$ cat src/rtl/fg_bbox_overlay_pkg.sv
// -----------------------------------------------------------------------------
// fg_bbox_pkg
// Shared types and constants for the foreground bounding-box overlay:
//   COORD_W        - width of pixel row/column coordinates
//   coord_t        - one pixel coordinate
//   bbox_t         - box extents {xmin, xmax, ymin, ymax}
//   fsm_state_t    - frame FSM states {WAIT_SOF, ACCUM, LATCH}
//   COORD_SENTINEL - "no pixel seen yet" value for the min accumulators
//   BBOX_EMPTY     - accumulator seed: mins at the sentinel, maxes at zero
//   mid()          - centre of two coordinates (wide sum, then halve)
// -----------------------------------------------------------------------------
package fg_bbox_pkg;

    localparam int COORD_W = 11;

    typedef logic [COORD_W-1:0] coord_t;

    typedef struct packed {
        coord_t xmin;
        coord_t xmax;
        coord_t ymin;
        coord_t ymax;
    } bbox_t;

    typedef enum logic [1:0] {
        WAIT_SOF,
        ACCUM,
        LATCH
    } fsm_state_t;

    localparam coord_t COORD_SENTINEL = 11'h7FF;

    localparam bbox_t BBOX_EMPTY = '{
        xmin: COORD_SENTINEL,
        xmax: '0,
        ymin: COORD_SENTINEL,
        ymax: '0
    };

    // The sum is taken one bit wider so the halved result never wraps.
    function automatic coord_t mid(input coord_t a, input coord_t b);
        logic [COORD_W:0] sum;
        sum = {1'b0, a} + {1'b0, b};
        return sum[COORD_W:1];
    endfunction

endpackage

$ cat src/rtl/fg_bbox_overlay_if.sv
// -----------------------------------------------------------------------------
// fg_bbox_overlay_if
// Video-in / video-out / box-result bundle of fg_bbox_overlay.
//   vid_hpos, vid_vpos   current pixel column / row
//   vid_active_pix       high inside the active video area
//   foregnd_px           foreground flag aligned with vid_data_in
//   vid_data_in          RGB pixel from upstream
//   vid_data_out         RGB pixel with overlay (registered, 1 clock latency)
//   box_xmin..box_ymax   latched box of the previous frame
//   box_pix_count        latched foreground pixel count (saturating)
//   box_valid            latched box met the minimum pixel count
//   frame_done           one-cycle pulse when the box outputs update
// Modports: master = video source / result consumer, slave = the overlay.
// -----------------------------------------------------------------------------
interface fg_bbox_overlay_if
    import fg_bbox_pkg::*;
#(
    parameter int CNT_W = 19
);
    coord_t             vid_hpos;
    coord_t             vid_vpos;
    logic               vid_active_pix;
    logic               foregnd_px;
    logic [23:0]        vid_data_in;
    logic [23:0]        vid_data_out;
    coord_t             box_xmin;
    coord_t             box_xmax;
    coord_t             box_ymin;
    coord_t             box_ymax;
    logic [CNT_W-1:0]   box_pix_count;
    logic               box_valid;
    logic               frame_done;

    modport master (
        output vid_hpos, vid_vpos, vid_active_pix, foregnd_px, vid_data_in,
        input  vid_data_out, box_xmin, box_xmax, box_ymin, box_ymax,
               box_pix_count, box_valid, frame_done
    );

    modport slave (
        input  vid_hpos, vid_vpos, vid_active_pix, foregnd_px, vid_data_in,
        output vid_data_out, box_xmin, box_xmax, box_ymin, box_ymax,
               box_pix_count, box_valid, frame_done
    );

endinterface

$ cat src/rtl/fg_bbox_overlay_accumulator.sv
// -----------------------------------------------------------------------------
// bbox_accumulator
// Running min/max of foreground pixel coordinates and a saturating count.
//   clk, rst  clock, asynchronous active-high reset
//   seed      start of frame: restart the accumulators from this pixel
//   hit       this pixel is foreground and belongs to the current frame
//   hpos/vpos coordinates of this pixel
//   box       running extents (BBOX_EMPTY when nothing has been seen)
//   count     running foreground count, sticks at 2^CNT_W-1
// -----------------------------------------------------------------------------
module bbox_accumulator
    import fg_bbox_pkg::*;
#(
    parameter int CNT_W = 19
) (
    input  logic             clk,
    input  logic             rst,
    input  logic             seed,
    input  logic             hit,
    input  coord_t           hpos,
    input  coord_t           vpos,
    output bbox_t            box,
    output logic [CNT_W-1:0] count
);

    localparam logic [CNT_W-1:0] CNT_MAX = '1;

    // NOTE: state registers use non-blocking assignments so every register
    // samples the values from before the clock edge, whatever the order the
    // statements are written in.
    always_ff @(posedge clk or posedge rst) begin
        if (rst) begin
            box   <= BBOX_EMPTY;
            count <= '0;
        end else if (seed) begin
            // The start-of-frame pixel itself belongs to the new frame.
            if (hit) begin
                box   <= '{xmin: hpos, xmax: hpos, ymin: vpos, ymax: vpos};
                count <= CNT_W'(1);
            end else begin
                box   <= BBOX_EMPTY;
                count <= '0;
            end
        end else if (hit) begin
            if (hpos < box.xmin) box.xmin <= hpos;
            if (hpos > box.xmax) box.xmax <= hpos;
            if (vpos < box.ymin) box.ymin <= vpos;
            if (vpos > box.ymax) box.ymax <= vpos;
            if (count != CNT_MAX) count <= count + 1'b1;
        end
    end

endmodule

$ cat src/rtl/fg_bbox_overlay.sv
// -----------------------------------------------------------------------------
// fg_bbox_overlay
// Accumulates the bounding box and count of foreground pixels over a frame,
// latches them at frame end, and draws the latched box onto the video stream.
//   app_clk  pixel clock
//   reset    asynchronous active-high reset (release is expected to be
//            synchronised to app_clk upstream)
//   bus      fg_bbox_overlay_if.slave: video in, overlaid video out and the
//            latched box results
// Parameters: H_RES_PIX, V_RES_PIX frame size; MIN_PIXELS count needed for a
// valid box; CNT_W counter width; BOX_COLOR drawn colour.
// Build option: define FG_BBOX_CROSSHAIR_EN to also draw a crosshair through
// the box centre; without it only the border is drawn.
// -----------------------------------------------------------------------------
module fg_bbox_overlay
    import fg_bbox_pkg::*;
#(
    parameter int          H_RES_PIX  = 640,
    parameter int          V_RES_PIX  = 480,
    parameter int          MIN_PIXELS = 64,
    parameter int          CNT_W      = 19,
    parameter logic [23:0] BOX_COLOR  = 24'hFF0000
) (
    input  logic               app_clk,
    input  logic               reset,
    fg_bbox_overlay_if.slave   bus
);

    localparam coord_t      H_END   = coord_t'(H_RES_PIX);
    localparam coord_t      V_END   = coord_t'(V_RES_PIX);
    localparam logic [31:0] MIN_CNT = 32'(MIN_PIXELS);

    fsm_state_t       state;
    bbox_t            acc_box;
    bbox_t            box_q;
    logic [CNT_W-1:0] acc_count;
    logic [CNT_W-1:0] count_q;
    logic             box_valid_q;
    logic             frame_done_q;
    logic [23:0]      pix_d;
    logic [23:0]      pix_q;

    logic sof;
    logic in_area;
    logic acc_seed;
    logic acc_hit;

    // ------------------------------------------------------------------
    // Accumulation control
    // ------------------------------------------------------------------
    assign sof     = bus.vid_active_pix && (bus.vid_hpos == '0) && (bus.vid_vpos == '0);
    assign in_area = bus.vid_active_pix && (bus.vid_hpos < H_END) && (bus.vid_vpos < V_END);

    // Pixels are only collected between a seen start of frame and frame end,
    // so a partial frame after reset never reaches the latch.
    assign acc_seed = (state == WAIT_SOF) && sof;
    assign acc_hit  = in_area && bus.foregnd_px && (acc_seed || (state == ACCUM));

    bbox_accumulator #(
        .CNT_W (CNT_W)
    ) u_acc (
        .clk   (app_clk),
        .rst   (reset),
        .seed  (acc_seed),
        .hit   (acc_hit),
        .hpos  (bus.vid_hpos),
        .vpos  (bus.vid_vpos),
        .box   (acc_box),
        .count (acc_count)
    );

    // ------------------------------------------------------------------
    // Frame FSM and result latch
    // ------------------------------------------------------------------
    // NOTE: every register here, result latch included, is cleared by reset so
    // the outputs read zero and nothing is drawn until a full frame latches.
    always_ff @(posedge app_clk or posedge reset) begin
        if (reset) begin
            state        <= WAIT_SOF;
            box_q        <= '0;
            count_q      <= '0;
            box_valid_q  <= 1'b0;
            frame_done_q <= 1'b0;
        end else begin
            frame_done_q <= 1'b0;
            case (state)
                WAIT_SOF: if (sof) state <= ACCUM;
                // First line past the active area: the frame is complete and
                // we are in vertical blanking, so the box swap is never seen.
                ACCUM:    if (bus.vid_vpos == V_END) state <= LATCH;
                LATCH: begin
                    box_q        <= acc_box;
                    count_q      <= acc_count;
                    box_valid_q  <= (32'(acc_count) >= MIN_CNT);
                    frame_done_q <= 1'b1;
                    state        <= WAIT_SOF;
                end
                default:  state <= WAIT_SOF;
            endcase
        end
    end

    // ------------------------------------------------------------------
    // Overlay
    // ------------------------------------------------------------------
    logic in_x;
    logic in_y;
    logic on_border;
    logic on_cross;

    assign in_x = (bus.vid_hpos >= box_q.xmin) && (bus.vid_hpos <= box_q.xmax);
    assign in_y = (bus.vid_vpos >= box_q.ymin) && (bus.vid_vpos <= box_q.ymax);

    assign on_border = (((bus.vid_hpos == box_q.xmin) || (bus.vid_hpos == box_q.xmax)) && in_y)
                    || (((bus.vid_vpos == box_q.ymin) || (bus.vid_vpos == box_q.ymax)) && in_x);

`ifdef FG_BBOX_CROSSHAIR_EN
    coord_t cx;
    coord_t cy;

    assign cx       = mid(box_q.xmin, box_q.xmax);
    assign cy       = mid(box_q.ymin, box_q.ymax);
    assign on_cross = in_x && in_y && ((bus.vid_hpos == cx) || (bus.vid_vpos == cy));
`else
    assign on_cross = 1'b0;
`endif

    // NOTE: pix_d gets a default before any condition, so no path leaves it
    // unassigned and no latch is inferred.
    always_comb begin
        pix_d = bus.vid_data_in;
        if (!bus.vid_active_pix) begin
            pix_d = '0;
        end else if (box_valid_q && (on_border || on_cross)) begin
            pix_d = BOX_COLOR;
        end
    end

    always_ff @(posedge app_clk or posedge reset) begin
        if (reset) begin
            pix_q <= '0;
        end else begin
            pix_q <= pix_d;
        end
    end

    // ------------------------------------------------------------------
    // Outputs
    // ------------------------------------------------------------------
    assign bus.vid_data_out  = pix_q;
    assign bus.box_xmin      = box_q.xmin;
    assign bus.box_xmax      = box_q.xmax;
    assign bus.box_ymin      = box_q.ymin;
    assign bus.box_ymax      = box_q.ymax;
    assign bus.box_pix_count = count_q;
    assign bus.box_valid     = box_valid_q;
    assign bus.frame_done    = frame_done_q;

endmodule

$ cat src/flat_wrapper.sv
// flat-port wrapper written by rule: the top's interface ports become plain ports
module fg_bbox_overlay_flat import fg_bbox_pkg::*;
#(
    parameter int          H_RES_PIX  = 640,
    parameter int          V_RES_PIX  = 480,
    parameter int          MIN_PIXELS = 64,
    parameter int          CNT_W      = 19,
    parameter logic [23:0] BOX_COLOR  = 24'hFF0000
)
  (app_clk, reset, bus_vid_hpos, bus_vid_vpos, bus_vid_active_pix, bus_foregnd_px, bus_vid_data_in, bus_vid_data_out, bus_box_xmin, bus_box_xmax, bus_box_ymin, bus_box_ymax, bus_box_pix_count, bus_box_valid, bus_frame_done);
  fg_bbox_overlay_if #(.CNT_W(CNT_W)) bus_i ();
  input  logic app_clk;
  input  logic reset;
  input wire logic [$bits(bus_i.vid_hpos)-1:0] bus_vid_hpos;
  input wire logic [$bits(bus_i.vid_vpos)-1:0] bus_vid_vpos;
  input wire logic [$bits(bus_i.vid_active_pix)-1:0] bus_vid_active_pix;
  input wire logic [$bits(bus_i.foregnd_px)-1:0] bus_foregnd_px;
  input wire logic [$bits(bus_i.vid_data_in)-1:0] bus_vid_data_in;
  output wire logic [$bits(bus_i.vid_data_out)-1:0] bus_vid_data_out;
  output wire logic [$bits(bus_i.box_xmin)-1:0] bus_box_xmin;
  output wire logic [$bits(bus_i.box_xmax)-1:0] bus_box_xmax;
  output wire logic [$bits(bus_i.box_ymin)-1:0] bus_box_ymin;
  output wire logic [$bits(bus_i.box_ymax)-1:0] bus_box_ymax;
  output wire logic [$bits(bus_i.box_pix_count)-1:0] bus_box_pix_count;
  output wire logic [$bits(bus_i.box_valid)-1:0] bus_box_valid;
  output wire logic [$bits(bus_i.frame_done)-1:0] bus_frame_done;
  assign bus_i.vid_hpos = bus_vid_hpos;
  assign bus_i.vid_vpos = bus_vid_vpos;
  assign bus_i.vid_active_pix = bus_vid_active_pix;
  assign bus_i.foregnd_px = bus_foregnd_px;
  assign bus_i.vid_data_in = bus_vid_data_in;
  assign bus_vid_data_out = bus_i.vid_data_out;
  assign bus_box_xmin = bus_i.box_xmin;
  assign bus_box_xmax = bus_i.box_xmax;
  assign bus_box_ymin = bus_i.box_ymin;
  assign bus_box_ymax = bus_i.box_ymax;
  assign bus_box_pix_count = bus_i.box_pix_count;
  assign bus_box_valid = bus_i.box_valid;
  assign bus_frame_done = bus_i.frame_done;
  fg_bbox_overlay #(.H_RES_PIX(H_RES_PIX), .V_RES_PIX(V_RES_PIX), .MIN_PIXELS(MIN_PIXELS), .CNT_W(CNT_W), .BOX_COLOR(BOX_COLOR)) u_core (.app_clk(app_clk), .reset(reset), .bus(bus_i));
endmodule
$ cat config.mk
export PLATFORM = sky130hd
export DESIGN_NAME = fg_bbox_overlay_flat
export DESIGN_NICKNAME = d
export VERILOG_FILES = /design/src/rtl/fg_bbox_overlay_pkg.sv /design/src/rtl/fg_bbox_overlay_if.sv /design/src/rtl/fg_bbox_overlay_accumulator.sv /design/src/rtl/fg_bbox_overlay.sv /design/src/flat_wrapper.sv
export SDC_FILE = /design/constraint.sdc
export NUM_CORES = 1
export LEC_CHECK = 0
export CORE_AREA = 3 3 197 151
export CTS_CLUSTER_SIZE = 20
export DETAILED_ROUTE_END_ITERATION = 16
export DIE_AREA = 0 0 200 154
export SLEW_MARGIN = 20
export SYNTH_ARGS = -nofsm -noshare
export SYNTH_HDL_FRONTEND = slang
export SYNTH_SLANG_ARGS = --single-unit
$ cat constraint.sdc
create_clock -name app_clk -period 7.8 [get_ports app_clk]
set_input_delay 2.34 -clock app_clk [delete_from_list [all_inputs] [get_ports app_clk]]
set_output_delay 2.34 -clock app_clk [all_outputs]
set_load 0.02 [all_outputs]
; ---- Word-level counts from Yosys, hierarchy flattened
; Index checks and enable logic that the tools add are counted.
[totals]
regBits = 154
latch_bits = 0
mem_bits_rw = 0
mem_bits_ro = 0
input_bits = 50
memories = 0
[classes]
n_addsub = 1
mul = 0
n_div = 0
order_cmp = 11
eq_ne = 10
shifts = 0
n_mux = 17
bitwise_logic = 0
n_reduce_logical = 31
[ops]
columns = operator, n
row1 = 2-to-1 mux 44 bit, 3
row2 = 2-to-1 mux 19 bit, 3
row3 = 2-to-1 mux 24 bit, 2
row4 = equality test 11 bit, 4
row5 = 2-to-1 mux 11 bit, 4
row6 = greater-or-equal comparator 11 bit, 2
row7 = greater-than comparator 11 bit, 2
row8 = less-or-equal comparator 11 bit, 2
row9 = logical NOT 11 bit, 2
row10 = < comparator 11 bit, 2
row11 = "adder 19 x 1 -> 19 bit, second input constant", 1
row12 = "greater-or-equal comparator 19 x 7 -> 1 bit, second input constant", 1
row13 = "inequality test 19 bit, second input constant", 1
row14 = logical AND 1 bit, 12
row15 = AND reduction 2 bit, 6
row16 = nonzero test 2 bit, 6
row17 = "equality test 11 x 9 -> 1 bit, second input constant", 1
row18 = "< comparator 11 x 10 -> 1 bit, second input constant", 1
row19 = "< comparator 11 x 9 -> 1 bit, second input constant", 1
row20 = logical OR 1 bit, 4
row21 = 2-to-1 mux 2 bit, 2
row22 = one-hot mux 2 bit (2 select lines), 1
row23 = "equality test 2 x 1 -> 1 bit, second input constant", 1
row24 = "equality test 2 bit, second input constant", 1
row25 = 4 further kinds, 5

; ---- Longest topological paths before layout
[logic_depth]
depth_word = 8
ltp_mapped = 9
depth_no_buf = 8

; ---- Modules after synthesis
; From an unflattened synthesis, not the netlist that was laid out.
[hier_totals]
hier_cells = 956
hier_area_um2 = 9075.0
[by_module_without_submodules]
columns = mod, n_inst, cells_each, area_each_um2
row1 = fg_bbox_overlay, 1, 440, 4560.6
row2 = bbox_accumulator, 1, 516, 4514.3

; ---- Worst setup path after synthesis
; OpenSTA, ideal clock, no wires.
[synth_timing]
kind = input to register
start = input bus_vid_hpos[8]
end = register u_core.pix_q[10], in the netlist u_core.bus.vid_data_out[10]
setup_ps = 137
arrival_time_ps = 4092
t_required_ps = 7663
path_slack_ps = 3571
path_stages = 8
n_path_buf = 1
path_cell_list = ha_1 -> a21oi_1 -> o21ai_0 -> or4_1 -> a221oi_1 -> a41o_2 -> buf_4 -> a21oi_1
[synth_between]
elab_chain_len = 7
[synth_rtl]
columns = item, line_no
row1 = from (decl), flat_wrapper.sv:14  ; input wire logic [$bits(bus_i.vid_hpos)-1:0] bus_vid_hpos;
row2 = greater-or-equal comparator 11 bit (tied with other cells), fg_bbox_overlay.sv:111  ; assign in_x = (bus.vid_hpos >= box_q.xmin) && (bus.vid_hpos <= box_q.xmax);
row3 = logical AND 1 bit / logical OR 1 bit (equally long branches), "fg_bbox_overlay.sv:111, fg_bbox_overlay.sv:114"
row4 = "logical AND 1 bit, on equally long branches", "fg_bbox_overlay.sv:115, fg_bbox_overlay.sv:114"
row5 = logical OR 1 bit (*), fg_bbox_overlay.sv:115  ; || (((bus.vid_vpos == box_q.ymin) || (bus.vid_vpos == box_q.ymax)) && in_x);
row6 = logical AND 1 bit (*), fg_bbox_overlay.sv:134  ; end else if (box_valid_q && (on_border || on_cross)) begin
row7 = 2-to-1 mux 24 bit (*), fg_bbox_overlay.sv:134
row8 = 2-to-1 mux 24 bit (*), fg_bbox_overlay.sv:132  ; if (!bus.vid_active_pix) begin
row9 = net u_core.pix_d[10], fg_bbox_overlay.sv:40  ; logic [23:0] pix_d;
row10 = to (signal assigned), fg_bbox_overlay.sv:143  ; pix_q <= pix_d;
row11 = to (decl), fg_bbox_overlay.sv:41  ; logic [23:0] pix_q;
; The timed path passes the listed nets; every way through them passes the cells marked *.
; A chain may end at the register's enable or synchronous reset.

; ---- Final worst setup path
[layout_timing]
start = input bus_vid_hpos[1]
end = register u_core.u_acc.box[39] in the netlist's numbering
[layout_between]
elab_chain_len = 8
[layout_rtl]
columns = item, line_no
row1 = branches (longest 8 deep; another with < comparator 11 x 10 -> 1 bit), --
row2 = to (signal assigned), fg_bbox_overlay_accumulator.sv:38  ; box <= '{xmin: hpos, xmax: hpos, ymin: vpos, ymax: vpos};
row3 = to (decl), fg_bbox_overlay_accumulator.sv:22  ; output bbox_t box,
; Several ways; the timed one is not identified.

==> run summary <==
synth warn: 0
skew final: 0.0202 ns
Ant. Diodes: 0
Die Area: 0.0308 mm²
Syn Inst Count: 880
layout cell share with drive strength beyond 1: 7.68%
placed cell area: 0.0101 mm²
Max clock buf depth: 2
WP buf/inv: 2
GRT Util Overall: 15.4%
GP Congestion: 0.843
class of the tightest hold or removal check: flop to flop
vias in the first global route: 6,689
Hold Path Origin: u_core.bus.box_pix_count[16]
sequential-to-total area share from yosys stat: 46.7%
die height: 154 µm
hold path endpoint: u_core.bus.box_pix_count[16]
R2R Setup Slk: 4.88 ns
worst r2r src: u_core.state[1]
Met3 Wirelength: 1.12 mm
pre-CTS setup slack: 2.23 ns
number of buffers created by CTS: 17
routed vias/inst: 4.73
area leader, netlist: dfrtp_1
total congestion overflow: 0
Met1 Wirelength: 11.5 mm
most common flop cell mapped by yosys: dfrtp_1
post-synth net total: 1,018
Leak: 4.94 nW
first-pass GRT wire length: 37.4 mm
RSZ-0062 raised after global routing: false
largest net degree at the start of global routing: 90
hold depth: 2
worst path required time: 8.14 ns
Post-Route WL: 23.4 mm
I/O pins: 139
post-layout util: 38.1%
startpoint type of the worst setup path: input port
DR top layer: met4
Area growth, synth to finish: 27.9%
Final nets: 1,153
pwr dens: 163 mW/mm²
Inst Count DP: 1,381
CTS root buf: clkbuf_16
VDD IR max: 127 µV
most frequent cell after synthesis: nand2_1
post-route cell area: 0.0106 mm²
sum of negative setup slack: 0 ns
CP arrival: 5.56 ns
Syn Std Cell Area: 0.00831 mm²
clk sink count: 154
worst r2r dst: u_core.u_acc.box[39]
H-tree level count: 4
number of failing hold endpoints at the final stage: 0
Post-synth top cells: nand2_1 (153), dfrtp_1 (132), inv_1 (92), ha_1 (88), o21ai_0 (69)
CTS tree: done
DRC Markers: 0
Vias: 6,687
Worst Reg-to-Reg Cells: 6
fin crit period: 5.21 ns
CP cell instances: clkdlybuf4s50_1, nor4_1, nand4_1, nor4_4, buf_4, o21a_1, nor2_1, mux2i_1
routed len/inst: 16.6 µm
hpwl dp: 17.4 mm
syn avg cell area: 9.44 µm²
worst skew pair latency: 0.43 ns
Post-synth EDFFs: 0
MaxCap Viol Count: 0
port bufs: 138
Die W: 200 µm
met2 WL: 10.4 mm
outcome: finished, final reports clean
largest delay contributor family on the critical path: simple AND/OR/NAND/NOR gates
Post-CTS Hold Buffers: 0
Initial Util: 29.8%
final slew viol count: 0
share of the synthesized area in the top cell type: 39.7%
WHS: 0.473 ns
WS Path Type: input port to flop
Max-Slew Margin vs Limit: 40.8%
Cell Rows: 53
Yosys reg bits: 154
Slowest-stage cell, CP: o21a_1
Post-CTS Resized: 0
Reg clk slew, reported paths: 0.06 ns
Final Cycle Share: 66.8%
router iterations before antenna repair: 5
top cells by area, synth: dfrtp_1 (40%), ha_1 (13%), dfstp_2 (7.0%), nand2_1 (6.9%), inv_1 (4.2%)
slowest stage delay, CP: 0.66 ns
Final WS setup: 2.59 ns
final antenna-violating net count: 0
CP Capture Type: flop
core area: 0.0279 mm²
non-filler cells, final: 1,413
library cells used by synthesis: 53
ys async rst share: 100%
Final setup viols: 0
Setup Fix Bufs, Post-CTS: 0
worst-path fanout max: 17
fmax: 0.192 GHz
Power Total: 1.73 mW
initial drt markers: 403
Slew @ Worst Pin: 0.889 ns
antenna violations before repair: 0
==> state kept, by name (all words and copies together), names as in the netlist, 2 cells and up <==
register                  cells
u_core.u_acc.box             44
u_core.bus.vid_data_out      24
u_core.bus.box_pix_count     19
u_core.u_acc.count           19
u_core.bus.box_xmax          11
u_core.bus.box_xmin          11
u_core.bus.box_ymax          11
u_core.bus.box_ymin          11
u_core.state                  2
==> how the worst max path moves through the flow <==
stage | startpoint | to | slack (ns) | cells after the start
3_3_place_gp | bus_vid_hpos[6] | u_core.u_acc.box[15] | 2.23 | 7
5_1_grt | bus_vid_hpos[3] | u_core.u_acc.box[13] | 2.42 | 8
4_1_cts | bus_vid_hpos[3] | u_core.u_acc.box[39] | 2.65 | 8
3_5_place_dp | bus_vid_hpos[1] | u_core.u_acc.box[39] | 2.23 | 8
2_1_floorplan | reset | u_core.bus.box_pix_count[0] | 1.35 | 1
6_report | bus_vid_hpos[1] | u_core.u_acc.box[39] | 2.59 | 8
==> worst reg2reg max path, cell delays in order, from the launching register on <==
cell     delay, ns
dfrtp_1       0.41
or4_1         0.62
nor4_4        0.55
buf_4         0.33
o21a_1        0.66
nor2_1        0.10
mux2i_1       0.17
==> routing by layer <==
| layer | vias to the layer above | track usage, % |
|---|---|---|
| li1 | 3262 | - |
| met1 | 3241 | 22.4 |
| met2 | 155 | 23.1 |
| met3 | 29 | 3.61 |
| met4 | 0 | 3.99 |
| met5 | - | 0 |
==> cells by family (layout without fill, tap and decap cells) <==
logic type | after synthesis | in the layout | share of synthesized area, %
flops | 154 | 154 | 46.7
xor+xnor | 16 | 16 | 1.69
buf+inv | 122 | 270 | 6.01
compound gates | 160 | 160 | 11.2
simple gates | 306 | 306 | 16.8
mux | 34 | 34 | 4.40
fa+ha+maj | 88 | 88 | 13.2
==> layout make-up <==
cell class / count / area (µm²)
Clock inverter: 10 / 92.6
Fill cell: 2834 / 17300
Tap cell: 385 / 482
Inverter: 92 / 350
Clock buffer: 22 / 454
Timing Repair Buffer: 146 / 1440
Multi-Input combinational cell: 604 / 3930
Sequential cell: 154 / 3880
==> cells in the final DEF (no fill, tap or decap), types with 3 or more instances in the layout <==
cell type        count
nand2_1            153
clkdlybuf4s50_1    138
dfrtp_1            132
inv_1               90
ha_1                88
o21ai_0             69
nor2_1              55
a21oi_1             49
dfstp_2             22
nand4_1             20
nand3_1             20
nor3_1              17
clkbuf_16           17
a21o_1              15
mux2i_1             14
mux2_2              12
xor2_1               9
nor4_1               8
mux2_1               8
buf_4                8
nor3b_1              7
xnor2_1              7
nor2b_1              6
and3_1               4
a211oi_1             4
clkbuf_1             4
clkinv_2             4
or4_1                3
nand2b_1             3
a211o_1              3
inv_6                3
==> report_power, final <==
part           switching, mW  internal [mW]  total, mW
registers            0.00171          0.806      0.807
logic                 0.0824         0.0609      0.143
clock network          0.332          0.448      0.780
Note: power is estimated with default switching activity, not from simulation.
